[config.mk]
export PLATFORM = sky130hd
export DESIGN_NAME = uc_multiciclo
export DESIGN_NICKNAME = d
export VERILOG_FILES = /design/src/rtl/uc_multiciclo.sv
export SDC_FILE = /design/constraint.sdc
export NUM_CORES = 1
export LEC_CHECK = 0
export CORE_ASPECT_RATIO = 0.6
export CORE_MARGIN = 5
export CORE_UTILIZATION = 25
export CTS_BUF_LIST = sky130_fd_sc_hd__clkbuf_16
export CTS_CLUSTER_SIZE = 16
export DETAILED_ROUTE_END_ITERATION = 7
export RECOVER_POWER = 50
export SLEW_MARGIN = 15
export SYNTH_ARGS = -nofsm -noshare
export SYNTH_HDL_FRONTEND = slang
export SYNTH_SLANG_ARGS = --single-unit
[constraint.sdc]
create_clock -name clock -period 2.7 [get_ports clock]
set_input_delay 0.54 -clock clock [delete_from_list [all_inputs] [get_ports clock]]
set_output_delay 0.54 -clock clock [all_outputs]
set_load 0.02 [all_outputs]
[src/rtl/uc_multiciclo.sv]
// Multicycle control unit for a small RV32 subset (load, store, R-type, addi, branch).
// Optional build macro: UC_X0_PROTECT_EN -- suppresses the register-file write in WB
// when the latched destination register is x0.
module uc_multiciclo (
  input  logic        clock,
  input  logic        rst_n,
  input  logic        start,
  input  logic [31:0] instr,
  input  logic        flag,
  output logic        ir_we,
  output logic        pc_we,
  output logic        pc_src,
  output logic        reg_we,
  output logic        mem_we,
  output logic        mux1_sel,
  output logic        mux2_sel,
  output logic [1:0]  alu_op,
  output logic [2:0]  state,
  output logic        illegal,
  output logic [31:0] instret
);

  localparam int unsigned XLEN  = 32;
  localparam int unsigned OPC_W = 7;

  localparam logic [OPC_W-1:0] OP_LOAD   = 7'b0000011;
  localparam logic [OPC_W-1:0] OP_STORE  = 7'b0100011;
  localparam logic [OPC_W-1:0] OP_RTYPE  = 7'b0110011;
  localparam logic [OPC_W-1:0] OP_ADDI   = 7'b0010011;
  localparam logic [OPC_W-1:0] OP_BRANCH = 7'b1100011;
  localparam logic [6:0]       F7_SUB    = 7'b0100000;

  localparam logic [1:0] ALU_ADD  = 2'b00;
  localparam logic [1:0] ALU_SUB  = 2'b01;
  localparam logic [1:0] ALU_CMP  = 2'b10;
  localparam logic [1:0] ALU_IDLE = 2'b11;

  typedef enum logic [2:0] {
    S_IDLE   = 3'd0,
    S_FETCH  = 3'd1,
    S_DECODE = 3'd2,
    S_EXEC   = 3'd3,
    S_MEM    = 3'd4,
    S_WB     = 3'd5,
    S_BRANCH = 3'd6,
    S_HALT   = 3'd7
  } state_t;

  state_t            state_q, state_d;
  logic [XLEN-1:0]   ir_q, ir_d;
  logic              illegal_q, illegal_d;
  logic [XLEN-1:0]   instret_q, instret_d;

  logic [OPC_W-1:0]  opcode;
  logic [6:0]        funct7;
  logic              is_load;
  logic              is_store;
  logic              is_rtype;
  logic              wb_reg_we;

  // Field decode of the latched instruction word
  assign opcode   = ir_q[6:0];
  assign funct7   = ir_q[31:25];
  assign is_load  = (opcode == OP_LOAD);
  assign is_store = (opcode == OP_STORE);
  assign is_rtype = (opcode == OP_RTYPE);

`ifdef UC_X0_PROTECT_EN
  // Writes to x0 are dropped; the PC and retire count still advance
  assign wb_reg_we = (ir_q[11:7] != 5'd0);
  logic unused_ir;
  assign unused_ir = ^ir_q[24:12];
`else
  // Every writeback asserts the write enable, x0 included
  assign wb_reg_we = 1'b1;
  logic unused_ir;
  assign unused_ir = ^{ir_q[24:12], ir_q[11:7]};
`endif

  // State, instruction latch, sticky illegal flag and retire counter
  always_ff @(posedge clock or negedge rst_n) begin
    if (!rst_n) begin
      state_q   <= S_IDLE;
      ir_q      <= '0;
      illegal_q <= 1'b0;
      instret_q <= '0;
    end else begin
      state_q   <= state_d;
      ir_q      <= ir_d;
      illegal_q <= illegal_d;
      instret_q <= instret_d;
    end
  end

  // Next-state and Moore-style control decode (pc_src follows flag in BRANCH)
  always_comb begin
    state_d   = state_q;
    ir_d      = ir_q;
    illegal_d = illegal_q;
    ir_we     = 1'b0;
    pc_we     = 1'b0;
    pc_src    = 1'b0;
    reg_we    = 1'b0;
    mem_we    = 1'b0;
    mux1_sel  = 1'b0;
    mux2_sel  = 1'b0;
    alu_op    = ALU_ADD;

    case (state_q)
      S_IDLE: begin
        alu_op = ALU_IDLE;
        if (start) state_d = S_FETCH;
      end
      S_FETCH: begin
        ir_we   = 1'b1;
        ir_d    = instr;
        state_d = S_DECODE;
      end
      S_DECODE: begin
        case (opcode)
          OP_LOAD, OP_STORE, OP_RTYPE, OP_ADDI: state_d = S_EXEC;
          OP_BRANCH:                            state_d = S_BRANCH;
          default: begin
            state_d   = S_HALT;
            illegal_d = 1'b1;
          end
        endcase
      end
      S_EXEC: begin
        mux1_sel = is_rtype;
        alu_op   = (is_rtype && (funct7 == F7_SUB)) ? ALU_SUB : ALU_ADD;
        state_d  = (is_load || is_store) ? S_MEM : S_WB;
      end
      S_MEM: begin
        if (is_store) begin
          mem_we  = 1'b1;
          pc_we   = 1'b1;
          state_d = S_FETCH;
        end else begin
          state_d = S_WB;
        end
      end
      S_WB: begin
        reg_we   = wb_reg_we;
        pc_we    = 1'b1;
        mux2_sel = !is_load;
        state_d  = S_FETCH;
      end
      S_BRANCH: begin
        alu_op  = ALU_CMP;
        pc_we   = 1'b1;
        pc_src  = flag;
        state_d = S_FETCH;
      end
      S_HALT: begin
        alu_op    = ALU_IDLE;
        illegal_d = 1'b1;
      end
      default: state_d = S_IDLE;
    endcase

    instret_d = instret_q + XLEN'(pc_we);
  end

  assign state   = state_q;
  assign illegal = illegal_q;
  assign instret = instret_q;

endmodule

Word-level counts from Yosys, hierarchy flattened
Index checks and enable logic that the tools add are counted.
{ "word_totals": {"in_bits": 36, "output_inout_bits": 45, "word_cells": 49, "reg_bits": 68, "n_memories": 0, "mem_bits_ro": 0, "mem_bits_rw": 0, "latchBits": 0} }
{ "classes": {"div": 0, "add_sub_neg": 1, "multipliers": 0, "bitwise": 0, "shift": 0, "muxes": 17, "order_cmp": 0, "n_eq_ne": 15, "n_reduce_logical": 12} }
{ "ops": {"columns": ["op", "count"], "rows": [
  ["$add 32x1->32", 1],
  ["$eq 7x6->1 const B", 3],
  ["$pmux 3 s6", 1],
  ["$eq 3x3->1 const B", 4],
  ["$mux 1", 10],
  ["$eq 7x2->1 const B", 1],
  ["$eq 7x5->1 const B", 1],
  ["$eq 7x7->1 const B", 1],
  ["$eq 3x2->1 const B", 2],
  ["$mux 3", 2],
  ["$pmux 2 s3", 1],
  ["$pmux 3 s2", 1],
  ["$reduce_bool 6->1", 1],
  ["$reduce_or 5->1", 1],
  ["$ne 2x2->1 const B", 2],
  ["$pmux 1 s2", 2],
  ["$reduce_and 2->1", 2],
  ["$reduce_or 2->1", 2],
  ["$reduce_or 4->1", 1],
  ["$eq 3x1->1 const B", 1],
  ["$logic_not 3->1", 1],
  ["$reduce_bool 2->1", 1],
  ["$logic_and 1x1->1", 1],
  ["$logic_not 1->1", 1],
  ["$logic_or 1x1->1", 1]
]} }

Logic depth before layout (Yosys ltp)
{ "logic_depth": {"depth_word": 4, "mapped_depth": 11, "ltp_nobuf": 10} }

Worst setup path after synthesis
No wires, ideal clock.
{ "synth_timing": {"kind": "reg-to-reg", "startpoint": "register ir_q[3]", "endpoint": "register instret_q[26] (netlist: instret[26])", "stages_incl_launch_ff": 12, "setup_slack_ns": -0.372, "synth_period_minus_slack_ns": 3.072, "arrival_time_ns": 2.992, "t_required_ns": 2.620, "cell_sequence": "dfrtp_1 > or4bb_1 > nor3_1 > nand2_1 > a21oi_1 > ha_1 > ha_1 > and4_1 > clkbuf_1 > nand2_1 > nor3_1 > xnor2_1"} }
{ "synth_between": {"elab_chain_cells": 4} }
{ "synth_rtl": {"columns": ["item", "line_no", "source"], "rows": [
  ["start, declared", "50", "logic [XLEN-1:0] ir_q, ir_d;"],
  ["start signal, assigned", "89", "ir_q <= ir_d;"],
  ["$eq 7x6->1", "65", "assign is_store = (opcode == OP_STORE);"],
  ["$mux 1", "135", "if (is_store) begin"],
  ["$pmux 1 s2", "109", "case (state_q)"],
  ["net pc_we", "11", "output logic pc_we,"],
  ["$add 32x1->32", "162", "instret_d = instret_q + XLEN'(pc_we);"],
  ["net instret_d[26]", "52", "logic [XLEN-1:0] instret_q, instret_d;"],
  ["end signal, assigned", "91", "instret_q <= instret_d;"],
  ["end, declared", "52", null]
]} }
The timed path passes the listed nets, and every way through them passes these cells.
A chain may end at the register's enable or synchronous reset.

Worst setup path after layout
{ "layout_timing": {"startpoint": "register ir_q[3]", "endpoint": "output port alu_op[0]"} }
{ "layout_between": {"elab_chain_cells": 4} }
{ "layout_rtl": {"columns": ["item", "line_no", "source"], "rows": [
  ["$eq 7x6->1", "66", "assign is_rtype = (opcode == OP_RTYPE);"],
  ["$logic_and 1x1->1", "131", "alu_op = (is_rtype && (funct7 == F7_SUB)) ? ALU_SUB : ALU_ADD;"],
  ["$mux 1", "131", null],
  ["$pmux 2 s3", "109", null],
  ["end, declared", "17", "output logic [1:0] alu_op,"]
]} }
Every way passes these cells.

==> impl_metrics.json <==
{
  "outcome": "finished clean",
  "via_count": 1795,
  "gp_congestion": 0.7348,
  "cts_buffer_depth": 2,
  "syn_avg_cell_area_um2": 11.33,
  "cp.required_ps": 2160,
  "maxCapViolations": 0,
  "reg2reg_depth": 10,
  "yosys-top-cells-area": "dfrtp_1, mux2_2, xnor2_1",
  "track_usage_pct": 10.49,
  "regArea_um2": 1251,
  "rsz0062_at_grt": "yes",
  "p_sw_share_pct": 33.44,
  "wl_um": 5784,
  "antenna_found_initial": 0,
  "ys_warn_count": 0,
  "multi_input_area_um2": 1117,
  "clk-insertion-delay-late_ps": 280,
  "async_reset_ff_share_pct": 100.0,
  "grt_max_degree": 27,
  "critPathKind": "register to primary output",
  "overflow": 0,
  "pwr_density_cell_nw_per_um2": 828.7,
  "hold-path-cell-count": 1,
  "clock_sinks": 50,
  "core_area_um2": 9087,
  "synth_most_common_cell": "dfrtp_1",
  "synth_top_cells_by_count": "dfrtp_1, nand2_1, xnor2_1",
  "drtIter0Drc": 56,
  "min_period_ps": 2646,
  "row_count": 27,
  "p_int_w": 0.001901,
  "hold_class": "register to register",
  "start_util_pct": 25.44,
  "fp.dieW_um": 134.2,
  "worst_slack_ps": 54.03,
  "worstSetupStartpointType": "register",
  "p_switching_w": 0.0009552,
  "synth_edf_count": 0,
  "h-tree-depth": 2,
  "tightest_slew_ps": 1389,
  "cts_root_buf": "clkbuf_16",
  "p_total_w": 0.002857,
  "ios": 81,
  "p_clk_share_pct": 24.3,
  "power_frac_comb_pct": 36.9,
  "slew_headroom_pct": 7.389,
  "dieArea_um2": 11340,
  "preCtsSetupSlack_ps": -2.805,
  "finalSetupViolations": 0,
  "first_pass_iters": 4,
  "endpoint_kind": "primary output",
  "detail_route.wl_per_cell_um": 14.35,
  "netlist_area_um2": 2312,
  "synth-seq-area-share_pct": 54.11,
  "drt-vias-per-instance": 4.454,
  "ys.flop_type": "dfrtp_1",
  "syn_inst": 204,
  "grt_pass1_vias": 1812,
  "antenna_left": 0,
  "post_cts_buffers": 0,
  "yosys_register_bits": 50,
  "min_period_over_period_pct": 98.00,
  "numCtsBuffers": 5,
  "drv_slew": 0,
  "clkTransAtPathRegs_ps": 60,
  "max_clock_freq_mhz": 377.9,
  "drive_gt1_share_pct": 21.25,
  "p_leak_nw": 1.468,
  "cts_tree": "built",
  "diodes": 0,
  "yosysTopAreaCellShare_pct": 54.11,
  "hold_violations": 0,
  "drc_errors": 0,
  "cp.arrival_ps": 2110,
  "cp_max_fo": 4,
  "fin_nets": 324,
  "ys_types": 36,
  "die-height_um": 84.50,
  "synth_top_area_cell": "dfrtp_1",
  "fin_worst_skew_ps": 7.075,
  "seq_power_share_pct": 38.8,
  "port_buffers": 62,
  "hpwlAfterDp_um": 4419,
  "area_growth_syn_to_layout_pct": 49.08,
  "fillers": 872,
  "ir_worst_vdd_v": 0.0003121,
  "synth_fp_nets": 242,
  "grt_pass1_wl_um": 9549
}
-- per-layer routing --
| metal | vias up | track usage, % | share of wire (%) |
|---|---|---|---|
| met2 | 44 | 13.65 | 38 |
| met4 | 0 | 2.773 | 1.3 |
| li1 | 881 | - | - |
| met3 | 4 | 3.473 | 5.7 |
| met5 | - | 0 | 0 |
| met1 | 866 | 16.28 | 55 |
-- stage by stage --
| stage | utilization, % | instances | hold WS [ps] | TNS, ps | instance area [um2] |
|---|---|---|---|---|---|
| after floorplan | - | 204 | 244.4 | 0 | 2360 |
| after global placement | 35.76 | 395 | 446.9 | 0 | 3249 |
| after detailed placement | 35.76 | 395 | 466.3 | -4.744 | 3249 |
| after CTS | 37.53 | 403 | 282.1 | 0 | 3411 |
| after global routing | 37.93 | 403 | 505.5 | -210.7 | 3447 |
| final | 37.93 | 403 | 474.7 | 0 | 3447 |
-- worst paths after layout --
kind	startpoint	end	slack [ps]
max	ir_q[3]	alu_op[0]	50
min reg2reg	illegal	illegal	470
max reg2reg	ir_q[3]	instret[16]	140
min	illegal	illegal	470
max in group asynchronous	rst_n	ir_q[2]	790
min in group asynchronous	rst_n	instret[31]	560
-- state kept, by name, indices dropped and copies added, names as in the netlist --
register and flops:
illegal 1, instret 32, ir_q 14, state 3
-- timing repair --
| item | CTS | global route |
|---|---|---|
| gates resized for setup | 7 | 13 |
| endpoints found under the setup margin | 5 | 20 |
| hold buffers | 0 | 0 |
-- cell families after synthesis --
kind of cell | share of synthesized area (%)
DFF | 54.11
xor gates and xnor gates | 11.36
adders and majority gates | 1.082
muxes | 6.818
buffers and inverters | 1.731
and+or+nand+nor | 21.81
AOI/OAI and AO/OA | 3.085
-- area by class of cell --
| class | count | area share [%] |
|---|---|---|
| Timing Repair Buffer | 81 | 21.92 |
| Clock buffer | 5 | 3.630 |
| Multi-Input combinational cell | 144 | 32.41 |
| Sequential cell | 50 | 36.30 |
| Inverter | 4 | 0.4356 |
| Clock inverter | 3 | 1.089 |
| Tap cell | 116 | 4.211 |
-- power by group through the flow --
| stage | clock (W) | combinational, W | sequential (W) |
|---|---|---|---|
| 6_report | 0.000694 | 0.00105 | 0.00111 |
| 3_3_place_gp | 0 | 0.00104 | 0.00110 |
| 4_1_cts | 0.000721 | 0.00106 | 0.00110 |
| 3_5_place_dp | 0 | 0.00106 | 0.00111 |
| 2_1_floorplan | 0 | 0.000553 | 0.00114 |
| 5_1_grt | 0.000748 | 0.00115 | 0.00114 |
-- cell usage in the layout, fill, tap and decap left out, drive strengths merged, types with 8 or more instances in the layout --
master,instances
dfrtp,50
clkbuf,8
clkdlybuf4s50,56
xor2,13
buf,17
nor2,9
nand2,19
nand3,16
xnor2,17
mux2,14
nor3,9
-- critical path: stages, from the launching register on --
cell	delay (ps)
dfrtp_1	380
or4bb_4	600
nor4_2	230
buf_4	150
nand3_1	70
o211ai_1	110
clkdlybuf4s15_2	280
(Power assumes the default switching activity.)
